## src/rtl/addsub_arbiter.sv

```systemverilog
// Two-requester round-robin front end for a single shared ripple-carry add/sub unit.
// Each operation passes through three phases: accept (IDLE), execute (EXEC), respond (RESP).
module addsub_arbiter #(
  parameter int WIDTH = 4,
  parameter int CNT_W = 8
) (
  input  logic             clk,
  input  logic             rst_n,
  input  logic             req0_valid,
  output logic             req0_ready,
  input  logic [WIDTH-1:0] req0_a,
  input  logic [WIDTH-1:0] req0_b,
  input  logic             req0_mode,
  input  logic             req1_valid,
  output logic             req1_ready,
  input  logic [WIDTH-1:0] req1_a,
  input  logic [WIDTH-1:0] req1_b,
  input  logic             req1_mode,
  output logic             rsp_valid,
  input  logic             rsp_ready,
  output logic             rsp_id,
  output logic [WIDTH-1:0] rsp_s,
  output logic             rsp_cout,
  output logic             rsp_ovf,
  output logic [CNT_W-1:0] ops_done
);

  typedef enum logic [1:0] {IDLE, EXEC, RESP} state_t;

  state_t             state_q, state_d;
  logic               prio_q, prio_d;
  logic [WIDTH-1:0]   a_q, a_d, b_q, b_d;
  logic               mode_q, mode_d, id_q, id_d;
  logic               rsp_valid_q, rsp_valid_d;
  logic               rsp_id_q, rsp_id_d;
  logic [WIDTH-1:0]   rsp_s_q, rsp_s_d;
  logic               rsp_cout_q, rsp_cout_d;
  logic               rsp_ovf_q, rsp_ovf_d;
  logic [CNT_W-1:0]   ops_q, ops_d;

  // Shared datapath: subtract is a + ~b + 1 through the same carry chain.
  logic [WIDTH:0]   c;
  logic [WIDTH-1:0] bx, sum;
  assign bx   = b_q ^ {WIDTH{mode_q}};
  assign c[0] = mode_q;
  for (genvar i = 0; i < WIDTH; i++) begin : g_rca
    assign sum[i]   = a_q[i] ^ bx[i] ^ c[i];
    assign c[i+1]   = (a_q[i] & bx[i]) | (c[i] & (a_q[i] ^ bx[i]));
  end

  logic gnt0, gnt1;
  assign gnt0 = (state_q == IDLE) && req0_valid && (!req1_valid || !prio_q);
  assign gnt1 = (state_q == IDLE) && req1_valid && (!req0_valid ||  prio_q);

  always_comb begin
    state_d     = state_q;
    prio_d      = prio_q;
    a_d         = a_q;
    b_d         = b_q;
    mode_d      = mode_q;
    id_d        = id_q;
    rsp_valid_d = rsp_valid_q;
    rsp_id_d    = rsp_id_q;
    rsp_s_d     = rsp_s_q;
    rsp_cout_d  = rsp_cout_q;
    rsp_ovf_d   = rsp_ovf_q;
    ops_d       = ops_q;
    case (state_q)
      IDLE: begin
        if (gnt0) begin
          a_d = req0_a; b_d = req0_b; mode_d = req0_mode; id_d = 1'b0;
          prio_d  = 1'b1;
          state_d = EXEC;
        end else if (gnt1) begin
          a_d = req1_a; b_d = req1_b; mode_d = req1_mode; id_d = 1'b1;
          prio_d  = 1'b0;
          state_d = EXEC;
        end
      end
      EXEC: begin
        rsp_valid_d = 1'b1;
        rsp_id_d    = id_q;
        rsp_s_d     = sum;
        rsp_cout_d  = c[WIDTH];
        rsp_ovf_d   = c[WIDTH] ^ c[WIDTH-1];
        state_d     = RESP;
      end
      RESP: begin
        if (rsp_ready) begin
          rsp_valid_d = 1'b0;
          ops_d       = ops_q + 1'b1;
          state_d     = IDLE;
        end
      end
      default: state_d = IDLE;
    endcase
  end

  always_ff @(posedge clk or negedge rst_n) begin
    if (!rst_n) begin
      state_q     <= IDLE;
      prio_q      <= 1'b0;
      a_q         <= '0;
      b_q         <= '0;
      mode_q      <= 1'b0;
      id_q        <= 1'b0;
      rsp_valid_q <= 1'b0;
      rsp_id_q    <= 1'b0;
      rsp_s_q     <= '0;
      rsp_cout_q  <= 1'b0;
      rsp_ovf_q   <= 1'b0;
      ops_q       <= '0;
    end else begin
      state_q     <= state_d;
      prio_q      <= prio_d;
      a_q         <= a_d;
      b_q         <= b_d;
      mode_q      <= mode_d;
      id_q        <= id_d;
      rsp_valid_q <= rsp_valid_d;
      rsp_id_q    <= rsp_id_d;
      rsp_s_q     <= rsp_s_d;
      rsp_cout_q  <= rsp_cout_d;
      rsp_ovf_q   <= rsp_ovf_d;
      ops_q       <= ops_d;
    end
  end

  assign req0_ready = gnt0;
  assign req1_ready = gnt1;
  assign rsp_valid  = rsp_valid_q;
  assign rsp_id     = rsp_id_q;
  assign rsp_s      = rsp_s_q;
  assign rsp_cout   = rsp_cout_q;
  assign rsp_ovf    = rsp_ovf_q;
  assign ops_done   = ops_q;

endmodule

```

## config.mk

```make
export PLATFORM = sky130hd
export DESIGN_NAME = addsub_arbiter
export DESIGN_NICKNAME = d
export VERILOG_FILES = /design/src/rtl/addsub_arbiter.sv
export SDC_FILE = /design/constraint.sdc
export NUM_CORES = 1
export LEC_CHECK = 0
export ABC_AREA = 0
export CAP_MARGIN = 20
export CORE_MARGIN = 4
export CORE_UTILIZATION = 47
export DETAILED_ROUTE_END_ITERATION = 10
export PLACE_DENSITY = 0.79
export SLEW_MARGIN = 20
export SYNTH_ARGS = -nofsm -noshare
export SYNTH_HDL_FRONTEND = slang
export SYNTH_SLANG_ARGS = --single-unit
```

## constraint.sdc

```tcl
create_clock -name clk -period 2.6 [get_ports clk]
set_input_delay 0.52 -clock clk [delete_from_list [all_inputs] [get_ports clk]]
set_output_delay 0.52 -clock clk [all_outputs]
set_load 0.02 [all_outputs]
```

Word level (Yosys, flattened, before mapping):

Index checks and enable logic that the tools add are counted.

* output and inout bits: 18
* input bits: 23
* word-level logic and storage cells: 71
* flip-flop bits (word level): 29

* muxes and demuxes: 16
* reductions and logical operators: 16
* add/subtract/negate cells: 1
* eq/ne operators: 4
* bitwise logic cells: 22

Operators with widths (count)
* 4-bit two-way mux: 4
* 1-bit XOR: 9
* 8-bit by 1-bit adder with 8-bit output (second input constant): 1
* 1-bit bitwise AND: 8
* 2-bit AND reduction: 4
* 1-bit two-way mux: 7
* 2-bit two-way mux: 3
* 2-bit one-hot mux with 3 select lines: 1
* 1-bit logical AND: 4
* 1-bit bitwise OR: 4
* 2-bit nonzero test: 2
* 4-bit XOR: 1
* 1-bit logical NOT: 3
* 3-bit inequality test (second input constant): 1
* 2-bit by 1-bit equality test with 1-bit output (second input constant): 1
* 2-bit equality test (second input constant): 1
* 2-bit logical NOT: 1
* 1-bit logical OR: 2
* 2-bit inequality test (second input constant): 1
* 1-bit one-hot mux with 2 select lines: 1

Longest topological paths before layout:

* word-level depth: 11
* depth in mapped cells: 8
* depth with buffers taken out: 8

Worst setup path before layout:

OpenSTA, ideal clock, no wires.

* path kind: register to register
* start point: reg b_q[0]
* end point: reg rsp_s_q[3] (netlist: rsp_s[3])
* slack: 454 ps
* stages on the path, launching flop included: 8
* period minus slack after synthesis: 2146 ps
* arrival: 2021 ps
* library setup time: 125 ps
* path buffers: 0
* cells stage by stage: dfrtp_1 mux2_2 fa_1 inv_1 fa_1 inv_1 fa_1 mux2_2

* word-level cells in the longest chain between the ends: 9
* elaborated cells on any way between the ends: 10
* those cells by class: 10 x bitwise

Ends and longest elaborated chain
* start, declared: RTL line 32 `logic [WIDTH-1:0] a_q, a_d, b_q, b_d;`
* start signal, assigned: RTL line 104 `b_q <= '0;`
* start signal, assigned: RTL line 117 `b_q <= b_d;`
* 4-bit XOR *: RTL line 44 `assign bx = b_q ^ {WIDTH{mode_q}};`
* 1-bit XOR: RTL line 48 `assign c[i+1] = (a_q[i] & bx[i]) | (c[i] & (a_q[i] ^ bx[i]));`
* 1-bit bitwise AND: RTL line 48
* 1-bit bitwise OR *: RTL line 48
* 1-bit bitwise AND *: RTL line 48
* 1-bit bitwise OR *: RTL line 48
* 1-bit bitwise AND *: RTL line 48
* 1-bit bitwise OR *: RTL line 48
* 1-bit XOR *: RTL line 47 `assign sum[i] = a_q[i] ^ bx[i] ^ c[i];`
* net sum[3]: RTL line 43 `logic [WIDTH-1:0] bx, sum;`
* end signal, assigned: RTL line 122 `rsp_s_q <= rsp_s_d;`
* end, declared: RTL line 36 `logic [WIDTH-1:0] rsp_s_q, rsp_s_d;`

Mark *: on every way through the listed nets, which the timed path passes. The rest lies on a longest branch.
A chain may end at the register's enable or synchronous reset.

Worst setup path after layout:

* start point: in req0_valid
* end point: out req0_ready

* word-level cells in the longest chain between the ends: 2

Ends and longest elaborated chain
* start, declared: RTL line 9 `input logic req0_valid,`
* 1-bit logical AND (2 in series): RTL line 52 `assign gnt0 = (state_q == IDLE) && req0_valid && (!req1_valid || !prio_q);`
* end, declared: RTL line 10 `output logic req0_ready,`

No other way between the ends.

==> results.json <==
{
  "clock-root-buffer": "clkbuf_4",
  "finalCritPeriodShare": 0.962,
  "insertion_delay_ps": 330,
  "yosysSeqAreaShare": 0.495,
  "hold_ws_ps": 482,
  "synth_edf_count": 0,
  "peakVddDrop_uv": 526,
  "cts_hold_buf": 0,
  "required_ps": 2080,
  "max_cap_viol_count": 0,
  "dp.final_hpwl_mm": 2.41,
  "yosysTopAreaCell": "dfrtp_1",
  "drive_above_1_share": 0.108,
  "syn_nets": 156,
  "p_int_uw": 1400,
  "start_kind": "input port",
  "fp.dieW_um": 63.8,
  "grt_use_total": 0.177,
  "finalHoldViolations": 0,
  "crit_path_max_fanout": 3,
  "p_seq_frac": 0.366,
  "worstSetupEndpointType": "primary output",
  "grt_pass1_vias": 1232,
  "synth-main-ff-cell": "dfrtp_1",
  "viasPerCell": 5.19,
  "antenna_found_initial": 0,
  "clock_power_share": 0.119,
  "switchingPower_uw": 919,
  "drc_errors": 0,
  "p_sw_frac": 0.397,
  "p_comb_frac": 0.515,
  "drtAntennaViolNets": 0,
  "numCtsBuffers": 5,
  "rows": 19,
  "fillers": 241,
  "wl_per_cell_um": 14.1,
  "cts.sinks": 29,
  "setup_viol": 0,
  "start_util": 0.509,
  "power_uw": 2310,
  "maxSlewViolCount": 0,
  "synth.top_cell.area_share": 0.495,
  "yosys-top-cells-area": "dfrtp_1 50%, a311o_1 4.8%, xor2_1 4.2%, fa_1 4.1%, o21a_1 3.6%",
  "worst_pin_slew_ps": 468,
  "fp.dieH_um": 63.8,
  "numPortBuffers": 40,
  "grt_setup_unrepaired": "false",
  "finClkSkew_ps": 4.35,
  "ys_top_cells_by_count": "29 x dfrtp_1, 11 x inv_1, 8 x o21ai_0",
  "design_area_um2": 1960,
  "p_leak_uw": 0.000884,
  "stdcell_count": 218,
  "dr.first_iter.drc_count": 32,
  "final_nets": 203,
  "grt_overflow": 0,
  "synthCells": 129,
  "first_pass_iters": 4,
  "htreeDepth": 2,
  "avgSynthCellArea_um2": 11.4,
  "timing.slew.headroom": 0.688,
  "outcome": "finished clean",
  "setup_tns_ps": 0,
  "yosysUniqueCellTypes": 34,
  "coreArea_um2": 2880,
  "gp_congestion": 0.788,
  "hold_path_class": "register to register",
  "fmax_ghz": 0.400,
  "multi_input_area_um2": 659,
  "pin_count": 41,
  "seqCellArea_um2": 726,
  "fp.dieArea_um2": 4070,
  "critPathKind": "input port to primary output",
  "routed-via-count": 1132,
  "crit_arrival_ps": 1980,
  "async_reset_ff_frac": 1.00,
  "ys_warn_count": 0,
  "yosysMostFrequentCell": "dfrtp_1",
  "dp.cells": 211,
  "synth_seq_cells": 29,
  "syn_area_um2": 1470,
  "ctsResizeCount": 0,
  "diodes": 0,
  "cts_tree": "built",
  "dpl_cell_area_um2": 1910,
  "cts_buffer_depth": 2,
  "post_cts_buffers": 0,
  "fin_crit_ps": 2500,
  "routed_wl_mm": 3.08,
  "p_per_area_nw_per_um2": 1180,
  "clkTransAtPathRegs_ps": 80,
  "grt_pass1_wl_mm": 5.59,
  "grt_max_degree": 30,
  "syn_to_final_growth_pct": 34.1
}
area by class of cell:
class,count,area share
Timing Repair Buffer,44,0.219
Inverter,11,0.0210
Multi-Input combinational cell,85,0.336
Sequential cell,29,0.369
Clock buffer,7,0.0280
Tap cell,42,0.0268
per-layer routing:
layer	vias up	global-route usage	wire length [um]
met5	-	0	0
met4	0	0.0566	46
met3	6	0.0788	194
met2	33	0.283	1520
met1	545	0.214	1320
li1	548	-	-
sequential cells by signal, indices dropped and copies added (netlist names):
name       flops
rsp_cout       1
b_q            4
rsp_id         1
prio_q         1
id_q           1
rsp_ovf        1
a_q            4
rsp_s          4
mode_q         1
state_q        2
ops_done       8
rsp_valid      1
cells by family after synthesis:
logic type      share of synthesized area
simple gates                        0.143
compound gates                      0.148
flops                               0.495
buf+inv                            0.0546
xor+xnor                           0.0717
mux                                0.0384
fa+ha+maj                          0.0495
critical path: stages:
cell	delay, ps
clkdlybuf4s50_1	520
nor3b_4	220
nand2_2	70
inv_1	60
clkdlybuf4s50_1	590
cell usage in the layout, fill, tap and decap left out, types with 2 or more instances in the layout:
cell type / count
a311o_1: 7
and3_1: 7
buf_4: 4
clkbuf_4: 5
clkdlybuf4s50_1: 40
dfrtp_1: 29
fa_1: 3
inv_1: 11
mux2_2: 4
nand2_1: 7
nand3_1: 3
nor2_1: 6
nor3_1: 2
o2111ai_1: 2
o21a_1: 7
o21ai_0: 8
xnor2_1: 5
xor2_1: 7
per-stage QoR:
step	util	setup slack (ps)
finish	0.683	97.9
global route	0.683	16.2
CTS	0.683	89.4
detailed placement	0.664	98.5
global placement	0.664	124
floorplan	-	454
power groups by stage:
stage | clock network, uW | registers [uW] | logic [uW]
3_5_place_dp | 0 | 859 | 1210
5_1_grt | 308 | 885 | 1340
6_report | 275 | 848 | 1190
3_3_place_gp | 0 | 844 | 1160
4_1_cts | 283 | 849 | 1220
2_1_floorplan | 0 | 913 | 746
path summary, 6_finish.rpt:
| check | depth (start not counted) | slack [ps] | start | end |
|---|---|---|---|---|
| min in group asynchronous | 2 | 570 | rst_n | b_q[1] |
| setup reg to reg | 7 | 320 | mode_q | rsp_s[3] |
| hold / removal | 1 | 480 | ops_done[7] | ops_done[7] |
| max in group asynchronous | 2 | 1760 | rst_n | ops_done[4] |
| hold reg to reg | 1 | 480 | ops_done[7] | ops_done[7] |
| setup / recovery | 5 | 100 | req0_valid | req0_ready |
No activity file was read; power rests on OpenSTA's default activity.
